===== config.mk =====
export PLATFORM = sky130hd
export DESIGN_NAME = multiplier_ctrl
export DESIGN_NICKNAME = d
export VERILOG_FILES = /design/src/rtl/multiplier_ctrl.sv
export SDC_FILE = /design/constraint.sdc
export NUM_CORES = 1
export LEC_CHECK = 0
export ABC_AREA = 1
export BUFFER_PORTS_ARGS = -buffer_cell sky130_fd_sc_hd__buf_4
export CORE_AREA = 2 2 39 41
export CTS_BUF_LIST = sky130_fd_sc_hd__clkbuf_4 sky130_fd_sc_hd__clkbuf_8
export DETAILED_ROUTE_END_ITERATION = 8
export DIE_AREA = 0 0 41 43
export HOLD_SLACK_MARGIN = 0.08
export PLACE_DENSITY_LB_ADDON = 0.15
export SKIP_LAST_GASP = 1
export SLEW_MARGIN = 25
export SYNTH_ARGS = -nofsm -noshare
export SYNTH_HDL_FRONTEND = slang
export SYNTH_SLANG_ARGS = --single-unit
export TNS_END_PERCENT = 50

===== constraint.sdc =====
create_clock -name clk -period 1 [get_ports clk]
set_input_delay 0.15 -clock clk [delete_from_list [all_inputs] [get_ports clk]]
set_output_delay 0.15 -clock clk [all_outputs]
set_load 0.02 [all_outputs]

===== src/rtl/multiplier_ctrl.sv =====
// -----------------------------------------------------------------------------
// multiplier_ctrl
//
// Control FSM for a repeated-addition multiplier. The datapath holds A, B and
// the product P; this block sequences operand loading over a shared data bus,
// then adds A into P while decrementing B until the datapath reports B == 0.
//
// Build option:
//   MULT_CTRL_WATCHDOG_EN  - adds an 8-bit iteration counter that ends a run
//                            after 255 additions and raises err.
//
// Ports:
//   clk       in   rising-edge clock
//   reset     in   synchronous active-high reset (beats every other input)
//   start     in   begin a multiplication (only seen in IDLE)
//   abort     in   cancel a run in LOAD_A / LOAD_B / ADD
//   op_valid  in   operand present on the datapath bus
//   eq        in   datapath flag: B register == 0
//   op_ready  out  operand can be taken (LOAD_A, LOAD_B)
//   ldA       out  load A from bus
//   ldB       out  load B from bus
//   clrP      out  clear product
//   ldP       out  P <= P + A
//   decB      out  B <= B - 1
//   busy      out  high outside IDLE
//   done      out  one-cycle completion pulse
//   err       out  watchdog expired (valid with done, held until next A load)
// -----------------------------------------------------------------------------
module multiplier_ctrl (
    input  logic clk,
    input  logic reset,
    input  logic start,
    input  logic abort,
    input  logic op_valid,
    input  logic eq,
    output logic op_ready,
    output logic ldA,
    output logic ldB,
    output logic clrP,
    output logic ldP,
    output logic decB,
    output logic busy,
    output logic done,
    output logic err
);

    typedef enum logic [2:0] {
        StIdle,
        StLoadA,
        StLoadB,
        StAdd,
        StDone
    } state_e;

    state_e state_q, state_d;

`ifdef MULT_CTRL_WATCHDOG_EN
    logic [7:0] iter_cnt_q, iter_cnt_d;
    logic       err_q, err_d;
    logic       wd_fire;
`endif

    always_comb begin
        state_d  = state_q;
        op_ready = 1'b0;
        ldA      = 1'b0;
        ldB      = 1'b0;
        clrP     = 1'b0;
        ldP      = 1'b0;
        decB     = 1'b0;
        busy     = 1'b0;
        done     = 1'b0;
        err      = 1'b0;
`ifdef MULT_CTRL_WATCHDOG_EN
        wd_fire  = 1'b0;
        err      = err_q;
`endif

        unique case (state_q)
            StIdle: begin
                if (start && !abort) begin
                    state_d = StLoadA;
                end
            end
            StLoadA: begin
                op_ready = 1'b1;
                busy     = 1'b1;
                if (abort) begin
                    state_d = StIdle;
                end else if (op_valid) begin
                    ldA     = 1'b1;
                    clrP    = 1'b1;
                    state_d = StLoadB;
                end
            end
            StLoadB: begin
                op_ready = 1'b1;
                busy     = 1'b1;
                if (abort) begin
                    state_d = StIdle;
                end else if (op_valid) begin
                    ldB     = 1'b1;
                    state_d = StAdd;
                end
            end
            StAdd: begin
                busy = 1'b1;
                if (abort) begin
                    state_d = StIdle;
                end else if (eq) begin
                    state_d = StDone;
`ifdef MULT_CTRL_WATCHDOG_EN
                end else if (iter_cnt_q == 8'd255) begin
                    // 255 additions already done and B still nonzero: give up.
                    wd_fire = 1'b1;
                    state_d = StDone;
`endif
                end else begin
                    ldP  = 1'b1;
                    decB = 1'b1;
                end
            end
            StDone: begin
                busy    = 1'b1;
                done    = 1'b1;
                state_d = StIdle;
            end
            default: begin
                state_d = StIdle;
            end
        endcase

        // Outputs read 0 during the reset cycle itself, not just after it.
        if (reset) begin
            op_ready = 1'b0;
            ldA      = 1'b0;
            ldB      = 1'b0;
            clrP     = 1'b0;
            ldP      = 1'b0;
            decB     = 1'b0;
            busy     = 1'b0;
            done     = 1'b0;
            err      = 1'b0;
`ifdef MULT_CTRL_WATCHDOG_EN
            wd_fire  = 1'b0;
`endif
        end
    end

`ifdef MULT_CTRL_WATCHDOG_EN
    always_comb begin
        iter_cnt_d = iter_cnt_q;
        err_d      = err_q;
        if (ldB) begin
            iter_cnt_d = 8'd0;
        end else if (ldP) begin
            iter_cnt_d = iter_cnt_q + 8'd1;
        end
        if (ldA) begin
            err_d = 1'b0;
        end
        if (wd_fire) begin
            err_d = 1'b1;
        end
    end

    always_ff @(posedge clk) begin
        if (reset) begin
            iter_cnt_q <= 8'd0;
            err_q      <= 1'b0;
        end else begin
            iter_cnt_q <= iter_cnt_d;
            err_q      <= err_d;
        end
    end
`endif

    always_ff @(posedge clk) begin
        if (reset) begin
            state_q <= StIdle;
        end else begin
            state_q <= state_d;
        end
    end

endmodule


# [Word level (Yosys, flattened, before mapping)]
# Index checks and enable logic that the tools add are counted.
# Widths: inputs -> output; s select.
[word_totals] regBits=3 in_bits=6
[op_classes] eq_ne=8 muxes=24 reduce_logical=6
[op_table] op="$mux 3" count=7
[op_table] op="$mux 1" count=16
[op_table] op="$pmux 3 s4" count=1
[op_table] op="$ne 3x3->1 const B" count=3
[op_table] op="$eq 3x2->1 const B" count=2
[op_table] op="$reduce_and 4->1" count=1
[op_table] op="$reduce_or 4->1" count=1
[op_table] op="$eq 3x1->1 const B" count=1
[op_table] op="$eq 3x3->1 const B" count=1
[op_table] op="$logic_not 3->1" count=1
[op_table] op="$ne 2x2->1 const B" count=1
[op_table] op="$reduce_or 2->1" count=1
[op_table] op="$logic_and 1x1->1" count=1
[op_table] op="$logic_not 1->1" count=1

# [Depth between registers and ports, before layout]
[logic_depth] ltp_word=4 mapped_depth=8 ltp_nobuf=8

# [Worst setup path before layout]
# No wires, ideal clock.
[synth_path] path_kind="register to output" start="register state_q[2]" end="output ldA" arrival_time_ps=1539 required_time_ps=850 setup_slack_ps=-689 path_stages_with_launch=5 path_cell_list="dfxtp_1 > inv_2 > nand3_1 > nor4_1 > buf_4"
[synth_between] elab_chain_len=3
[synth_lines] element="start, declared" line_no="55" rtl="state_e state_q, state_d;"
[synth_lines] element="start signal, assigned" line_no="180" rtl="state_q <= StIdle;"
[synth_lines] element="start signal, assigned" line_no="182" rtl="state_q <= state_d;"
[synth_lines] element="$eq 3x1->1"
[synth_lines] element="$mux 1 (2 in a row)"
[synth_lines] element="end, declared" line_no="37" rtl="output logic ldA,"
# No other way between the ends.

# [Worst setup path after layout]
[layout_path] start="register state_q[2]" end="output busy"
[layout_between] elab_chain_len=4
[layout_lines] element="$eq 3x2->1, or another cell as far along" line_no="79" rtl="unique case (state_q)"
[layout_lines] element="$reduce_or 4->1 (no line) *"
[layout_lines] element="$mux 1 *" line_no="79"
[layout_lines] element="$mux 1 *" line_no="134" rtl="if (reset) begin"
[layout_lines] element="end, declared" line_no="42" rtl="output logic busy,"
# Every way passes the cells marked *; elsewhere a longest branch is shown, timed or not.

==> flow_summary.rst <==
.. list-table::
   :header-rows: 1

   * - Metric
     - Value
   * - Status
     - finished with violations
   * - Violated checks
     - negative setup slack
   * - RSZ-0062 raised after global routing
     - yes
   * - Post-synth top area cell
     - dfxtp_1
   * - Final setup violating endpoints
     - 11
   * - Max reg flops
     - 3
   * - Routed length per instance
     - 10.0 um
   * - Hold Crit Class
     - in -> reg
   * - Maximum achievable frequency
     - 778 MHz
   * - Final worst-path cycle share
     - 129%
   * - Sum of overflow across all layers after global routing
     - 0
   * - RD Place Congestion
     - roughly 0.8
   * - Area enclosed by the die boundary
     - 1760 sq um
   * - Number of standard cells after synthesis
     - 54
   * - Clock tree root driver cell
     - clkbuf_4
   * - Synthesized cell area
     - 320 sq um
   * - Total of flip-flops plus latches after synthesis
     - 3
   * - Sequential fraction of the synthesis area
     - 18.8%
   * - Clock-pin slew on the worst setup and hold paths
     - 0.04 ns
   * - DP HPWL
     - 715 um
   * - Number of H-tree branching levels
     - 1
   * - Internal power
     - 0.000716 W
   * - Die width
     - 41 um
   * - Worst setup startpoint
     - state_q[2]$_SDFFE_PP0P_
   * - Quantity of hold-fixing buffers added after cts
     - 0
   * - Number of search-and-repair iterations in the first detailed-routing pass
     - 3
   * - Worst skew pair latency
     - 0.24 ns
   * - Endpoint, Worst Hold
     - state_q[2]$_SDFFE_PP0P_
   * - Final Cell Area
     - 581 sq um
   * - Number of enable flip-flop cells after synthesis
     - 0
   * - Maximum number of pins on one net before global-route repair
     - 8
   * - Antenna violations before repair
     - 0
   * - Share of flip-flops with an asynchronous set or reset
     - 0%
   * - Fraction of final layout cells with drive strength greater than 1
     - 63.0%
   * - Power density over the cells
     - 2420 nW/um^2
   * - Endpoint of the worst-slack reg-to-reg timing path
     - state_q[1]$_SDFFE_PP0P_
   * - Switching Share
     - between 40% and 50%
   * - Largest registers
     - state_q x3
   * - I/O pin cnt
     - 15
   * - Chip height
     - about 43 um
   * - Avg Cell Area, Syn
     - 5.93 sq um
   * - Peak fanout along the critical path
     - 4
   * - TritonCTS clock tree
     - yes
   * - Top reg by flops
     - state_q
   * - Remaining routing DRC violations
     - 0
   * - Max-slew violation count
     - 0
   * - Count of input and output buffers
     - 13
   * - # rows
     - 14
   * - Summed negative setup slack over all endpoints
     - -2.36 ns
   * - Routed Wire Length
     - between 800 and 900 um
   * - Placed Area
     - about 520 sq um
   * - Multi-input gate area
     - about 280 sq um
   * - GRT Util Overall
     - 12.3%
   * - Cell depth of the worst flop-to-flop path
     - 7
   * - Placeable core region
     - 1380 sq um
   * - Sequential group share of total power
     - 20.8%
   * - Sw power
     - 0.000687 W
   * - Combinational Power Share
     - a little over 60%
   * - Clk network pwr share
     - 17.3%
   * - Register-to-register setup slack
     - -0.09 ns
   * - Sort of element at the start of the critical path
     - flop
   * - Worst path setup slack after routing
     - -0.286 ns
   * - Crit path capture type
     - output pin
   * - WS Path Type
     - reg -> out
   * - Hold path startpoint
     - reset
   * - Maximum Capacitance Violations
     - 0
   * - Area fraction of the dominant cell type after synthesis
     - 18.8%
   * - Synth warnings
     - 0
   * - Crit path DAT
     - 1.14 ns
   * - Vias in the first global route
     - 377
   * - Number of vias in the routed layout
     - 389
   * - Global-route wire length before repair
     - 1.43 mm
   * - Number of sinks handled by clock tree synthesis
     - 3
   * - Cell with the most instances after synthesis
     - nand2_1
   * - Maximum ir drop on the vdd rail
     - 1340 uV
   * - Worst reg2reg startpoint
     - state_q[0]$_SDFFE_PP0P_
   * - Via-to-Cell Ratio
     - 4.37
   * - Reg area
     - 71.3 sq um
   * - Remaining antenna violation count
     - 0
   * - Leading post-synthesis cells by instance count
     - nand2_1 (10), nor2_1 (8), inv_1 (6)
   * - Number of placed instances with taps included
     - 84
   * - Top cells by area, synth
     - dfxtp_1 (19%), nand2_1 (12%), nor2_1 (9.4%)
   * - Ant diodes
     - 0
   * - Main synth FF type
     - dfxtp_1
   * - Area Overhead vs Synth
     - 81.3%
   * - Number of filler cells placed in the layout
     - 143
   * - Endpoint required time on the critical path
     - between 0.8 and 0.9 ns
   * - Cell depth of the worst hold path
     - 2
   * - Final Hold Violating Endpoints
     - 0
   * - Number of buffers created by CTS
     - 3
   * - Maximum buffer depth of the clock tree
     - 2
   * - Final-stage net count
     - 80
   * - Worst Skew
     - 0.00165 ns
   * - Violation count after the first detailed-route iteration
     - 6
   * - Static power due to leakage
     - 0.277 nW
   * - Final period demand of the worst path
     - 1.29 ns
   * - Nets in the synthesized netlist
     - 60
   * - Cell variety after synth
     - 17
   * - Count of non-filler cells in the finished layout
     - 89
   * - Initial core utilization
     - roughly 23%
[logic make-up after synthesis]
kind of cell	count (synthesis)	synth area share, %
and+or+nand+nor	36	58.2
buffers and inverters	11	16.4
AOI/OAI and AO/OA	3	5.47
DFF	3	18.8
other	1	1.17
[what timing repair did]
item,4_1_cts,5_1_grt
pin swaps,1,0
resized for setup,6,0
setup buffers,1,0
endpoints found under the setup margin,11,11
[placed cells by master (no fill, tap or decap), drive strengths merged]
cell	Yosys	layout
buf	3	18
conb	1	1
clkbuf	0	4
nand3	5	5
o211ai	1	1
nor3	2	2
dfxtp	3	3
inv	8	8
nand4	2	2
nand2	14	14
a21oi	2	2
nor4	2	2
nor2	11	11
[metal layers]
metal | wire length (um) | up-vias | track usage, %
li1 | - | 207 | -
met1 | 383 | 171 | 13.5
met2 | 447 | 9 | 19.4
met3 | 44 | 2 | 1.57
met4 | 16 | 0 | 10.0
met5 | 0 | - | 0
[cell type report]
type,count,share of cell area [%]
Clock buffer,4,5.17
Tap cell,16,3.45
Sequential cell,3,12.3
Inverter,8,6.03
Multi-Input combinational cell,40,47.6
Timing Repair Buffer,18,25.4
[worst max-delay path, stage by stage, from the launching register on]
cell     delay (ns)
dfxtp_4        0.38
inv_6          0.05
buf_12         0.12
nand2_1        0.05
nand2_1        0.05
a21oi_2        0.10
buf_4          0.15
[power groups by stage]
stage	sequential (W)	combinational, W	clock (W)
finish	0.000293	0.000868	0.000243
global route	0.000300	0.000961	0.000271
CTS	0.000288	0.000882	0.000258
detailed placement	0.000255	0.000833	0
global placement	0.000260	0.000835	0
floorplan	0.000240	0.000623	0
[worst max path at each step]
stage | to
floorplan | ldA
global route | done
detailed placement | ldB
global placement | state_q[0]$_SDFFE_PP0P_
CTS | busy
finish | busy
[per-stage QoR]
stage	power, W	hold WS (ns)	worst slack [ns]	utilization, %
after detailed placement	0.00109	0.433	-0.115	37.9
after global placement	0.00110	0.432	-0.109	37.9
after CTS	0.00143	0.181	-0.302	42.0
final	0.00140	0.188	-0.286	42.0
after global routing	0.00153	0.184	-0.364	42.0
after floorplan	0.000863	0.210	-0.218	-
Note: power is estimated with default switching activity, not from simulation.
